==> config.mk <==
export PLATFORM = sky130hd
export DESIGN_NAME = collatz_call_arbiter
export DESIGN_NICKNAME = d
export VERILOG_FILES = /design/src/rtl/collatz_call_arbiter.sv
export SDC_FILE = /design/constraint.sdc
export NUM_CORES = 1
export LEC_CHECK = 0
export CORE_AREA = 2 2 104 106
export DETAILED_ROUTE_END_ITERATION = 10
export DIE_AREA = 0 0 106 108
export PLACE_DENSITY = 0.89
export SYNTH_ARGS = -nofsm -noshare
export SYNTH_HDL_FRONTEND = slang
export SYNTH_SLANG_ARGS = --single-unit
==> constraint.sdc <==
create_clock -name clk -period 7.3 [get_ports clk]
set_clock_uncertainty 0.1 [all_clocks]
set_input_delay 1.825 -clock clk [delete_from_list [all_inputs] [get_ports clk]]
set_output_delay 1.825 -clock clk [all_outputs]
set_load 0.02 [all_outputs]
==> src/rtl/collatz_call_arbiter.sv <==
// Purpose : shares one sum_collatz_top accelerator between NUM_REQ requesters, round-robin.
// Latency : grant edge -> accel_start next cycle; accel_finish at edge k -> resp_valid in cycle k+1.
// Backpr. : req_ready only in IDLE; accel_start held until accel_ready; resp held until resp_ready.
//
// Ports:
//   clk, reset            rising-edge clock, asynchronous active-low reset
//   req_valid/ready/arg   per-requester valid/ready request channel, arg i at [i*DATA_W +: DATA_W]
//   resp_valid/ready      single response channel carrying resp_id, resp_data, resp_err
//   accel_*               start/ready/finish handshake, n and return_val of the shared accelerator
//   busy                  high in any state other than IDLE
//   spurious_finish       sticky: accel_finish observed outside WAIT
//
// Reset release is expected to be synchronised to clk at system level; the
// accelerator itself is not reset from here.
module collatz_call_arbiter #(
  parameter int NUM_REQ = 4,
  parameter int ID_W    = 2,
  parameter int DATA_W  = 32,
  parameter int TIMEOUT = 1023
) (
  input  logic                      clk,
  input  logic                      reset,
  input  logic [NUM_REQ-1:0]        req_valid,
  input  logic [NUM_REQ*DATA_W-1:0] req_arg,
  output logic [NUM_REQ-1:0]        req_ready,
  output logic                      resp_valid,
  input  logic                      resp_ready,
  output logic [ID_W-1:0]           resp_id,
  output logic [DATA_W-1:0]         resp_data,
  output logic                      resp_err,
  output logic                      accel_start,
  input  logic                      accel_ready,
  input  logic                      accel_finish,
  output logic [DATA_W-1:0]         accel_n,
  input  logic [DATA_W-1:0]         accel_return_val,
  output logic                      busy,
  output logic                      spurious_finish
);

  typedef enum logic [1:0] {
    ST_IDLE  = 2'd0,
    ST_ISSUE = 2'd1,
    ST_WAIT  = 2'd2,
    ST_RESP  = 2'd3
  } state_t;

  // Counter only needs to reach TIMEOUT-1; one bit is enough when disabled.
  localparam int CNT_W = (TIMEOUT > 1) ? $clog2(TIMEOUT + 1) : 1;
  localparam logic [CNT_W-1:0] CNT_LAST = (TIMEOUT > 0) ? CNT_W'(TIMEOUT - 1) : '0;

  state_t            state;
  logic [ID_W-1:0]   ptr;
  logic [CNT_W-1:0]  cnt;

  logic              found;
  logic [ID_W-1:0]   gnt_idx;
  logic [ID_W-1:0]   nxt_ptr;
  logic [ID_W:0]     cand;

  // Round-robin search: first valid requester at or above ptr, wrapping.
  // cand carries one extra bit so ptr+k never overflows before the wrap.
  always_comb begin
    found   = 1'b0;
    gnt_idx = '0;
    cand    = '0;
    for (int k = 0; k < NUM_REQ; k++) begin
      cand = {1'b0, ptr} + (ID_W + 1)'(k);
      if (cand >= (ID_W + 1)'(NUM_REQ)) begin
        cand = cand - (ID_W + 1)'(NUM_REQ);
      end
      if (!found && req_valid[cand[ID_W-1:0]]) begin
        found   = 1'b1;
        gnt_idx = cand[ID_W-1:0];
      end
    end
  end

  assign nxt_ptr = (gnt_idx == ID_W'(NUM_REQ - 1)) ? '0 : gnt_idx + 1'b1;

  // Gated by reset so the grant is 0 while reset is held, not only after it.
  always_comb begin
    req_ready = '0;
    if (reset && state == ST_IDLE && found) begin
      req_ready[gnt_idx] = 1'b1;
    end
  end

  assign busy = (state != ST_IDLE);

  always_ff @(posedge clk or negedge reset) begin
    if (!reset) begin
      state           <= ST_IDLE;
      ptr             <= '0;
      cnt             <= '0;
      accel_start     <= 1'b0;
      accel_n         <= '0;
      resp_valid      <= 1'b0;
      resp_id         <= '0;
      resp_data       <= '0;
      resp_err        <= 1'b0;
      spurious_finish <= 1'b0;
    end else begin
      // A finish outside WAIT never touches data, it only raises the flag.
      if (accel_finish && state != ST_WAIT) begin
        spurious_finish <= 1'b1;
      end

      case (state)
        ST_IDLE: begin
          if (found) begin
            accel_n     <= req_arg[gnt_idx*DATA_W +: DATA_W];
            resp_id     <= gnt_idx;
            ptr         <= nxt_ptr;
            accel_start <= 1'b1;
            state       <= ST_ISSUE;
          end
        end

        ST_ISSUE: begin
          if (accel_ready) begin
            accel_start <= 1'b0;
            cnt         <= '0;
            state       <= ST_WAIT;
          end
        end

        ST_WAIT: begin
          if (accel_finish) begin
            resp_data  <= accel_return_val;
            resp_err   <= 1'b0;
            resp_valid <= 1'b1;
            state      <= ST_RESP;
          end else if (TIMEOUT != 0 && cnt == CNT_LAST) begin
            // cnt counts WAIT cycles from 0, so this fires after TIMEOUT of them.
            resp_data  <= '0;
            resp_err   <= 1'b1;
            resp_valid <= 1'b1;
            state      <= ST_RESP;
          end else begin
            cnt <= cnt + 1'b1;
          end
        end

        ST_RESP: begin
          if (resp_ready) begin
            resp_valid <= 1'b0;
            state      <= ST_IDLE;
          end
        end

        default: state <= ST_IDLE;
      endcase
    end
  end

endmodule
* Yosys cells after proc, flatten, opt, wreduce, memory -nomap -nowiden
Cells that the tools add are included.
Storage, ports and cells: bits in latches 0, bits in writable memories 0, flip-flop bits (word level) 84, memories kept 0, bits in read-only memories 0, input bits 169
Cells by class: divide/modulo/power cells 0, add/sub/neg operators 9, reductions and logical operators 22, shifts and indexed selects 1, multipliers 0, eq/ne operators 12, muxes and demuxes 44, bitwise gates (word level) 0, order comparisons 10
Operators by type and width (number):
- variable part select 128 x 8 -> 32 bit | 1
- two-way mux 32 bit | 2
- two-way mux 10 bit | 3
- two-way mux 2 bit | 14
- one-hot mux 10 bit (2 select lines) | 1
- < comparator 2 x 3 -> 1 bit (second input constant) | 5
- two-way mux 1 bit | 15
- != test 2 bit (second input constant) | 6
- adder 10 x 1 -> 10 bit (second input constant) | 1
- equality test 10 bit (second input constant) | 1
- nonzero test 2 bit | 5
- >= comparator 3 bit (second input constant) | 3
- binary-select mux 1 bit (select 2 bit) | 4
- one-hot mux 2 bit (4 select lines) | 1
- AND reduction 4 bit | 2
- subtractor 2 x 1 -> 2 bit (second input constant) | 4
- logical AND 1 bit | 7
- adder 2 x 2 -> 3 bit (second input constant) | 2
- equality test 2 bit (second input constant) | 3
- AND reduction 3 bit | 2
- two-way mux 4 bit | 1
- one-hot mux 1 bit (2 select lines) | 2
- AND reduction 2 bit | 2
- adder 2 x 1 -> 3 bit (second input constant) | 1
- 8 further kinds | 10

* Longest topological paths before layout
depth after elaboration 19, depth in mapped cells 10, depth with buffers taken out 7

* Least setup slack after synthesis
OpenSTA, ideal clock, no wires.
kind input-to-output, start point in req_valid[2], end point out req_ready[1], data required time 5375 ps, buffers on the path 3, cell stages on the path 7, setup slack 2103 ps, data arrival time 3272 ps, path through nor2b_1 > a21o_1 > a211o_1 > clkbuf_1 > buf_6 > buf_6 > nor3_1
Between the ends: word-level cells in the longest chain between the ends 17, elaborated cells between the ends (all ways) 29, those cells by class order compare: 2; mux: 19; reduce/logical: 8
Ends and longest elaborated chain:
- start: declaration | line 23 | input logic [NUM_REQ-1:0] req_valid,
- binary-select mux 1 bit (select 2 bit) | line 71 | if (!found && req_valid[cand[ID_W-1:0]]) begin
- two-way mux 1 bit (implied by the code) | line 71
- two-way mux 1 bit | line 71
- zero test 1 bit | line 71
- logical AND 1 bit | line 71
- two-way mux 1 bit | line 71
- zero test 1 bit | line 71
- logical AND 1 bit | line 71
- two-way mux 1 bit | line 71
- zero test 1 bit | line 71
- logical AND 1 bit | line 71
- two-way mux 2 bit | line 71
- < comparator 2 x 3 -> 1 bit (implied by the code) / >= comparator 2 x 1 -> 1 bit (equally long branches) | line 84 | req_ready[gnt_idx] = 1'b1;
- logical AND 1 bit (implied by the code) | line 84
- two-way mux 1 bit (implied by the code) | line 84
- demux 1 bit (select 2 bit) | line 84
- two-way mux 4 bit (*) | line 83 | if (reset && state == ST_IDLE && found) begin
- end: declaration | line 25 | output logic [NUM_REQ-1:0] req_ready,
Every way passes the cells marked *; elsewhere a longest branch is shown, timed or not. The select of a mux whose other input is x is not followed.

* Worst setup path in the final report
start point in req_valid[2], end point out req_ready[3]
Same word-level chain as after synthesis.

==> results.cfg <==
[power_and_ir_drop]
p_leak_nw = 3.15
power_density_mw_per_mm2 = 373
peakVddDrop_mv = 0.223

[detailed_routing]
viasPerCell = 5.31
drtPass1Iterations = 5
wl_per_cell_um = 17.6
wl_mm = 13.4
vias = 4040
drt_iter0_drc = 214
ant_nets = 0
drt_drc_violations_left = 0

[timing]
period_minus_slack_ns = 5.92
worst_slew_margin_rel = 0.161
period_share = 0.811
finalSetupViolCount = 0
finalSetupTns_ns = 0
fmax_mhz = 169
hold_viol = 0
grt_setup_unrepaired = no
final_max_slew_viol_count = 0
worst_slew_pin_slew_ns = 1.26

[cts]
cts_tree = done
cts_resized = 0
hold_buffers = 0
clock_latency_ns = 0.34
post-cts-setup-buffers = 0
cts_max_level = 3
path_clk_slew_ns = 0.08
clock_path_buffers = 2
numCtsBuffers = 9
root_buffer = clkbuf_8
clkSinkCount = 84

[min_path]
min_path_type = reg2reg

[placement]
detailed_place_hpwl_mm = 10.3
place.port_buffers = 243
place.gp.congestion = 0.789
post-place-cells = 744
placed_area_sq_mm = 0.00677

[finish]
fillers = 792
multi_input_area_sq_mm = 0.00200
drive_gt1_frac = 0.0401
design_area_sq_mm = 0.00700
final_nets = 796
regArea_sq_mm = 0.00210
area_delta_synth_final_pct = 64.0
stdcell_count = 761

[floorplanning]
die_area_sq_mm = 0.0114
die_x_um = 106
start_util = 0.417
core_area_sq_mm = 0.0102
rows = 37
boundaryPins = 244
die_y_um = 108

[worst_setup_path]
worst_setup_path_start_kind = primary input
worstPathRequired_ns = 5.38
worstPathMaxFanout = 10
worst_setup_path_end_kind = output port
path_class = in2out
arrival_ns = 3.99

[flow_run]
drv_cap = 0

[synth]
synth_top_flop_cell = dfrtp_1
syn-cell-area_sq_mm = 0.00427
ys_seq_area_frac = 0.492
syn_avg_cell_area_sq_um = 11.0
async_flop_share = 1.00
synth_warnings = 0
synth_fp_nets = 564
ys_ff_latch = 84
syn_inst = 387
ys_types = 38
synth_edf_count = 0

[grt]
track_usage = 0.225
grt_max_degree = 59
grt_pass1_vias = 4118
grt-ovfl-total = 0
antenna_found_initial = 1
grt_first_pass_wirelength_mm = 20.3

[run_status]
status = completed
through the flow:
step	setup slack (ns)	util	hold WS, ns	total power, mW
3_3_place_gp	1.42	0.662	0.342	2.20
6_report	1.38	0.684	0.357	2.61
3_5_place_dp	1.38	0.662	0.347	2.25
2_1_floorplan	2.10	-	0.363	1.63
4_1_cts	1.38	0.684	0.365	2.64
5_1_grt	1.29	0.684	0.385	2.76
state kept, by name, indices dropped and copies added, names as in the netlist:
name and flops:
spurious_finish 1, accel_start 1, accel_n 32, resp_id 2
resp_err 1, resp_valid 1, resp_data 32, ptr 2
cnt 10, state 2
layout by cell type, fill, tap and decap left out, types with 2 or more instances in the layout:
cell,n
clkdlybuf4s50_1,242
dfrtp_1,84
mux2i_1,66
nand2_1,51
o221ai_1,33
a22o_1,32
nor2_1,12
clkbuf_8,11
inv_1,9
ha_1,8
a21oi_1,6
and3_1,6
nand3_1,6
xor2_1,6
nand2b_1,5
o21ai_0,5
buf_4,5
nand4_1,4
nor3_1,3
a31oi_1,3
nor2b_1,2
a21o_1,2
o32a_1,2
clkbuf_1,2
bufinv_16,2
per-layer routing:
layer  wire [um]  vias up  track usage
li1            -     1909            -
met1        5370     1922        0.267
met2        6730      189        0.401
met3         988       20       0.0488
met4         301        0       0.0865
met5           0        -            0
cell usage after synthesis (all sizes together) (2+ instances only):
cell type	n	area share
dfrtp	84	0.49
mux2i	66	0.15
nand2	51	0.045
o221ai	33	0.068
a22o	32	0.066
buf	14	0.022
nor2	13	0.012
clkbuf	12	0.011
inv	10	0.0088
ha	8	0.023
o21ai	7	0.0082
a21oi	6	0.0070
and3	6	0.0088
nand3	6	0.0070
xor2	6	0.012
nand2b	5	0.0073
nand4	4	0.0059
nor3	4	0.0059
a31oi	3	0.0044
a21o	2	0.0035
nor2b	2	0.0029
o32a	2	0.0047
kinds of logic after synthesis:
| group | share of synthesized area |
|---|---|
| AO/OA/AOI/OAI | 0.169 |
| XOR/XNOR | 0.0123 |
| adder cells (fa/ha/maj) | 0.0234 |
| buffers and inverters | 0.0416 |
| flip-flops | 0.492 |
| multiplexers | 0.157 |
| AND/OR/NAND/NOR | 0.104 |
critical path: stages:
cell             delay [ns]
clkdlybuf4s50_1        0.44
nor2b_1                0.16
a21o_1                 0.16
a211o_4                0.40
inv_2                  0.10
ha_1                   0.16
and3_1                 0.15
clkdlybuf4s50_1        0.59
cell type report:
cell class | count | share of cell area
timing repair buffer | 247 | 0.351
tap | 136 | 0.0243
sequential | 84 | 0.300
clock buffer | 13 | 0.0227
antenna | 1 | 0.000357
multi-input combinational | 267 | 0.286
inverter | 10 | 0.00536
clock inverter | 3 | 0.00983
where the power goes:
part / leakage [nW] / internal (mW) / total (mW) / switching (mW)
Clock: 0.114 / 0.213 / 0.369 / 0.156
Sequential: 1.05 / 0.668 / 0.802 / 0.133
Combinational: 1.99 / 0.698 / 1.44 / 0.744
final timing paths:
kind	startpoint	end	cells after the start	slack, ns
worst max-delay path	req_valid[2]	req_ready[3]	8	1.38
min in group asynchronous	reset	cnt[9]	1	1.37
worst min register to register	spurious_finish	spurious_finish	1	0.36
max in group asynchronous	reset	resp_data[9]	2	4.79
worst min-delay path	spurious_finish	spurious_finish	1	0.36
worst max register to register	state[0]	cnt[8]	7	4.41
No activity file was read; power rests on OpenSTA's default activity.
